[src/rtl/mem_wb_stage.sv]
// MEM/WB register + load formatting; writeback/forwarding 1 cycle after capture, combinational from regs and read_data.
// stall holds the stage (read word latched once so it can't drift); flush inserts a bubble; instret counts commits.
module mem_wb_stage #(
    parameter int CNT_W = 64
) (
    input  logic             clk,
    input  logic             rst,
    input  logic             stall,
    input  logic             flush,
    input  logic             in_valid,
    input  logic [4:0]       in_rd,
    input  logic             in_reg_write,
    input  logic             in_mem_read,
    input  logic [2:0]       in_load_type,
    input  logic [31:0]      in_result,
    input  logic [31:0]      read_data,
    output logic             wb_en,
    output logic [4:0]       wb_rd,
    output logic [31:0]      wb_data,
    output logic             fwd_valid,
    output logic [4:0]       fwd_rd,
    output logic [31:0]      fwd_data,
    output logic             misaligned_load,
    output logic [CNT_W-1:0] instret
);

    localparam logic [2:0] LT_LB  = 3'b000;
    localparam logic [2:0] LT_LH  = 3'b001;
    localparam logic [2:0] LT_LW  = 3'b010;
    localparam logic [2:0] LT_LBU = 3'b100;
    localparam logic [2:0] LT_LHU = 3'b101;

    logic        valid_q;
    logic [4:0]  rd_q;
    logic        reg_write_q;
    logic        mem_read_q;
    logic [2:0]  load_type_q;
    logic [31:0] result_q;
    logic        hold_valid;
    logic [31:0] data_hold;

    logic        commit;
    logic [1:0]  off;
    logic [31:0] load_word;
    logic [7:0]  byte_sel;
    logic [15:0] half_sel;
    logic [31:0] load_fmt;
    logic [31:0] wr_data;
    logic        is_half;
    logic        is_word;
    logic        writes_rd;

    assign commit = valid_q & ~stall;
    assign off    = result_q[1:0];

    always_ff @(posedge clk or posedge rst) begin
        if (rst) begin
            valid_q     <= 1'b0;
            rd_q        <= 5'd0;
            reg_write_q <= 1'b0;
            mem_read_q  <= 1'b0;
            load_type_q <= 3'd0;
            result_q    <= 32'd0;
            hold_valid  <= 1'b0;
            data_hold   <= 32'd0;
        end else if (stall) begin
            // Capture the first stalled read word; later read_data may belong to another access.
            if (valid_q && mem_read_q && !hold_valid) begin
                hold_valid <= 1'b1;
                data_hold  <= read_data;
            end
        end else if (flush) begin
            valid_q    <= 1'b0;
            hold_valid <= 1'b0;
        end else begin
            valid_q     <= in_valid;
            rd_q        <= in_rd;
            reg_write_q <= in_reg_write;
            mem_read_q  <= in_mem_read;
            load_type_q <= in_load_type;
            result_q    <= in_result;
            hold_valid  <= 1'b0;
        end
    end

    always_ff @(posedge clk or posedge rst) begin
        if (rst) begin
            instret <= '0;
        end else if (commit) begin
            instret <= instret + CNT_W'(1);
        end
    end

    assign load_word = hold_valid ? data_hold : read_data;

    always_comb begin
        byte_sel = 8'd0;
        case (off)
            2'd0:    byte_sel = load_word[7:0];
            2'd1:    byte_sel = load_word[15:8];
            2'd2:    byte_sel = load_word[23:16];
            default: byte_sel = load_word[31:24];
        endcase
    end

    assign half_sel = off[1] ? load_word[31:16] : load_word[15:0];

    always_comb begin
        load_fmt = load_word;
        case (load_type_q)
            LT_LB:   load_fmt = {{24{byte_sel[7]}}, byte_sel};
            LT_LBU:  load_fmt = {24'd0, byte_sel};
            LT_LH:   load_fmt = {{16{half_sel[15]}}, half_sel};
            LT_LHU:  load_fmt = {16'd0, half_sel};
            default: load_fmt = load_word;
        endcase
    end

    assign wr_data   = mem_read_q ? load_fmt : result_q;
    assign writes_rd = reg_write_q & (rd_q != 5'd0);

    assign is_half = (load_type_q == LT_LH) | (load_type_q == LT_LHU);
    assign is_word = (load_type_q == LT_LW);

    assign wb_en    = commit & writes_rd;
    assign wb_rd    = rd_q;
    assign wb_data  = wr_data;

    // Forwarding stays live through a stall so dependents can still bypass.
    assign fwd_valid = valid_q & writes_rd;
    assign fwd_rd    = rd_q;
    assign fwd_data  = wr_data;

    assign misaligned_load = commit & mem_read_q &
                             ((is_half & off[0]) | (is_word & (off != 2'd0)));

endmodule

[config.mk]
export PLATFORM = sky130hd
export DESIGN_NAME = mem_wb_stage
export DESIGN_NICKNAME = d
export VERILOG_FILES = /design/src/rtl/mem_wb_stage.sv
export SDC_FILE = /design/constraint.sdc
export NUM_CORES = 1
export LEC_CHECK = 0
export ABC_AREA = 1
export BUFFER_PORTS_ARGS = -buffer_cell sky130_fd_sc_hd__buf_2
export CORE_MARGIN = 2
export CORE_UTILIZATION = 45
export CTS_CLUSTER_DIAMETER = 150
export DETAILED_ROUTE_END_ITERATION = 12
export GPL_ROUTABILITY_DRIVEN = 0
export HOLD_SLACK_MARGIN = 0.05
export PLACE_DENSITY = 0.74
export SKIP_CTS_REPAIR_TIMING = 1
export SLEW_MARGIN = 20
export SYNTH_ARGS = -nofsm -noshare
export SYNTH_HDL_FRONTEND = slang
export SYNTH_SLANG_ARGS = --single-unit
[constraint.sdc]
create_clock -name clk -period 10.2 [get_ports clk]
set_input_delay 2.04 -clock clk [delete_from_list [all_inputs] [get_ports clk]]
set_output_delay 2.04 -clock clk [all_outputs]
set_load 0.01 [all_outputs]
==> results.toml <==
[status]
run_status = "complete, no violations"

[cells_and_area]
final_area_um2 = 9980
drive_gt1_share_pct = 22.4
fin_nets = 1418
syn_to_final_growth_pct = 19.4
post-route-util_pct = 55.2

[timing]
relSlewSlack_pct = 29.1
slew_violations = 0
layout_setup_ws_ps = 4810
fmax_mhz = 185
fin_crit_sh_pct = 52.9
worst_slew_pin_slew_ps = 1060
hold_violations = 0
grt_setup_unrepaired = "false"
fin_crit_ps = 5390
setup_tns_ps = 0
setup_viol = 0
finClkSkew_ps = 7.37

[critical_path]
critPathCaptureType = "output pin"
path_cells = "buf_2 > inv_1 > o21ai_1 > nand2_1 > nand3_2 > nand3_4 > nand2_4 > o21ai_0 > inv_1 > buf_2"
worstPathArrival_ps = 3350
critPathSlowestCell = "o21ai_1"
worst_setup_path_start_kind = "input pin"
critical_path_class = "input pin to output pin"
crit_buf_inv = 4
crit_fanout = 16
cp.required_ps = 8160
critPathTopFamily = "simple AND/OR/NAND/NOR gates"
crit_path_max_incr_delay_ps = 250

[drt]
drc_errors = 0
first_iter_violations = 658
vias = 7951
via_per_inst = 5.03
detail_route.first_pass.iterations = 7
antenna_left = 0
wire_per_inst_um = 14.9
wl_um = 23500

[grt]
grt_max_degree = 82
grt_pass1_wl_um = 37700
first_global_vias = 7347
globalRouteOverflowTotal = 0
grt_antenna_before_repair = 3
grt_usage_pct = 24.3

[pwr]
power.internal_mw = 1.19
leakage_nw = 5.39
switching_share_pct = 30.7
p_sw_mw = 0.528
p_comb_share_pct = 22.5
powerDensity_nw_per_um2 = 172
p_seq_share_pct = 40.0
max-vdd-ir-drop_v = 0.000123
p_clk_share_pct = 37.5

[synth]
synth_fp_nets = 1248
netlist_instances = 1168
synthAdderAreaFrac_pct = 0.150
yosys.area_share.simple_pct = 32.0
ys_warn_count = 0
synth_xor_area_share_pct = 4.40
synth_area_um2 = 8370
synth_top_family_by_area = "simple AND/OR/NAND/NOR gates"
ys_types = 39
ys_ff_latch = 140
synthMuxAreaShare_pct = 0.135
synth_compound_area_share_pct = 9.57
synth-seq-area-share_pct = 41.9
synth_area_per_cell_um2 = 7.16

[placed_design]
dpl-instance-area_um2 = 9360
portBuffers = 219
place_hpwl_um = 17800
post-place-ws_ps = 4800

[job]
max_cap_viol_count = 0

[floorplanning]
initial_core_util_pct = 46.3
fp.dieH_um = 140
ios = 220
die-area_um2 = 19700
std_cell_rows = 49
core_um2 = 18100
die_w_um = 140

[cts]
clk_latency_ps = 420
numCtsBuffers = 17
clock_path_buffers = 2
cts.sinks = 140
htree_levels = 4
clk_pin_slew_worst_paths_ps = 60
cts_root_buffer = "clkbuf_16"
tritoncts = "done"

[min_path]
worstHoldPathType = "flip-flop to flip-flop"
==> metrics by stage <==
step / power, mW / std cells / hold WS (ps)
after floorplan: 0.969 / 1168 / 442
after global placement: 1.07 / 1548 / 453
after detailed placement: 1.08 / 1548 / 458
after CTS: 1.73 / 1579 / 472
after global routing: 1.81 / 1580 / 493
final: 1.72 / 1582 / 468
==> power by group through the flow <==
stage / sequential (mW) / clock, mW / combinational [mW]
6_report: 0.687 / 0.644 / 0.386
5_1_grt: 0.697 / 0.683 / 0.433
4_1_cts: 0.687 / 0.652 / 0.390
3_5_place_dp: 0.695 / 0 / 0.388
3_3_place_gp: 0.691 / 0 / 0.383
2_1_floorplan: 0.688 / 0 / 0.282
==> final cells by class <==
cell class,instances,area (um2)
sequential,140,3500
timing repair buffer,225,1140
tap,229,287
multi-input combinational,808,3880
clock buffer,25,505
clock inverter,6,108
fill,1715,8100
antenna,3,7.51
inverter,146,553
==> final timing paths <==
check | startpoint | end | slack (ps) | depth (start not counted)
hold / removal | result_q[12] | result_q[12] | 470 | 2
setup / recovery | read_data[7] | wb_data[16] | 4810 | 10
min in group asynchronous | rst | fwd_rd[3] | 1760 | 2
hold reg to reg | result_q[12] | result_q[12] | 470 | 2
max in group asynchronous | rst | data_hold[15] | 7140 | 3
setup reg to reg | mem_read_q | mem_read_q | 8100 | 3
==> placed cells by master (no fill, tap or decap), types with 2 or more instances in the layout <==
| master | n |
|---|---|
| nand3_1 | 41 |
| bufinv_16 | 3 |
| dfrtp_1 | 140 |
| diode_2 | 3 |
| buf_4 | 6 |
| nor2_2 | 8 |
| clkinv_1 | 3 |
| buf_2 | 219 |
| clkinv_2 | 2 |
| clkbuf_1 | 3 |
| a21oi_1 | 15 |
| o21ai_0 | 92 |
| nor3_1 | 13 |
| nand4_1 | 30 |
| inv_1 | 134 |
| nor3_2 | 2 |
| clkbuf_8 | 5 |
| o21ai_1 | 10 |
| nor2_4 | 7 |
| nor2_1 | 84 |
| xor2_1 | 25 |
| nand2_2 | 3 |
| inv_2 | 8 |
| nor3_4 | 3 |
| nand3_4 | 2 |
| o211ai_1 | 14 |
| clkbuf_16 | 17 |
| xnor2_1 | 17 |
| o21ai_2 | 10 |
| nand3b_1 | 4 |
| nand2_1 | 417 |
==> per-layer routing <==
metal	GRT usage, %	vias up	share of wire [%]
met5	0	-	0
met4	9.04	0	2.8
met3	4.85	43	6.6
met2	42.3	290	50
met1	29.8	3647	41
li1	-	3971	-
==> registers in the layout, indices dropped and copies added, names as in the netlist <==
signal / flops
load_type_q: 3
fwd_rd: 5
instret: 64
hold_valid: 1
mem_read_q: 1
reg_write_q: 1
valid_q: 1
result_q: 32
data_hold: 32
==> worst register-to-register path, delay by kind of cell (launching register included) <==
kind                   cells  cell delay [ps]
DFF                        1              320
AOI/OAI and AO/OA          1              420
buffers and inverters      2             1270
==> cells by family (layout without fill, tap and decap cells) <==
group | Yosys count | in the layout
simple gates | 620 | 620
buf+inv | 220 | 402
compound gates | 144 | 144
flops | 140 | 140
xor+xnor | 42 | 42
fa+ha+maj | 1 | 1
mux | 1 | 1
other cells | 0 | 3
==> synth_stat cells (all sizes together) <==
| master | number | share of area, % |
|---|---|---|
| nand2 | 421 | 19 |
| inv | 143 | 6.4 |
| dfrtp | 140 | 42 |
| o21ai | 112 | 7.1 |
| nor2 | 99 | 5.2 |
| buf | 51 | 4.2 |
| nand3 | 44 | 3.0 |
| nand4 | 32 | 2.6 |
| xor2 | 25 | 2.6 |
| clkbuf | 23 | 1.0 |
| nor3 | 18 | 1.6 |
| xnor2 | 17 | 1.8 |
| a21oi | 15 | 0.90 |
| o211ai | 14 | 1.3 |
| nand3b | 4 | 0.36 |
| clkinv | 3 | 0.13 |
| a211oi | 1 | 0.090 |
| a31oi | 1 | 0.075 |
| and2 | 1 | 0.075 |
| ha | 1 | 0.15 |
| mux2 | 1 | 0.13 |
| nor4 | 1 | 0.075 |
| o2111ai | 1 | 0.10 |
No activity file was read; power rests on OpenSTA's default activity.
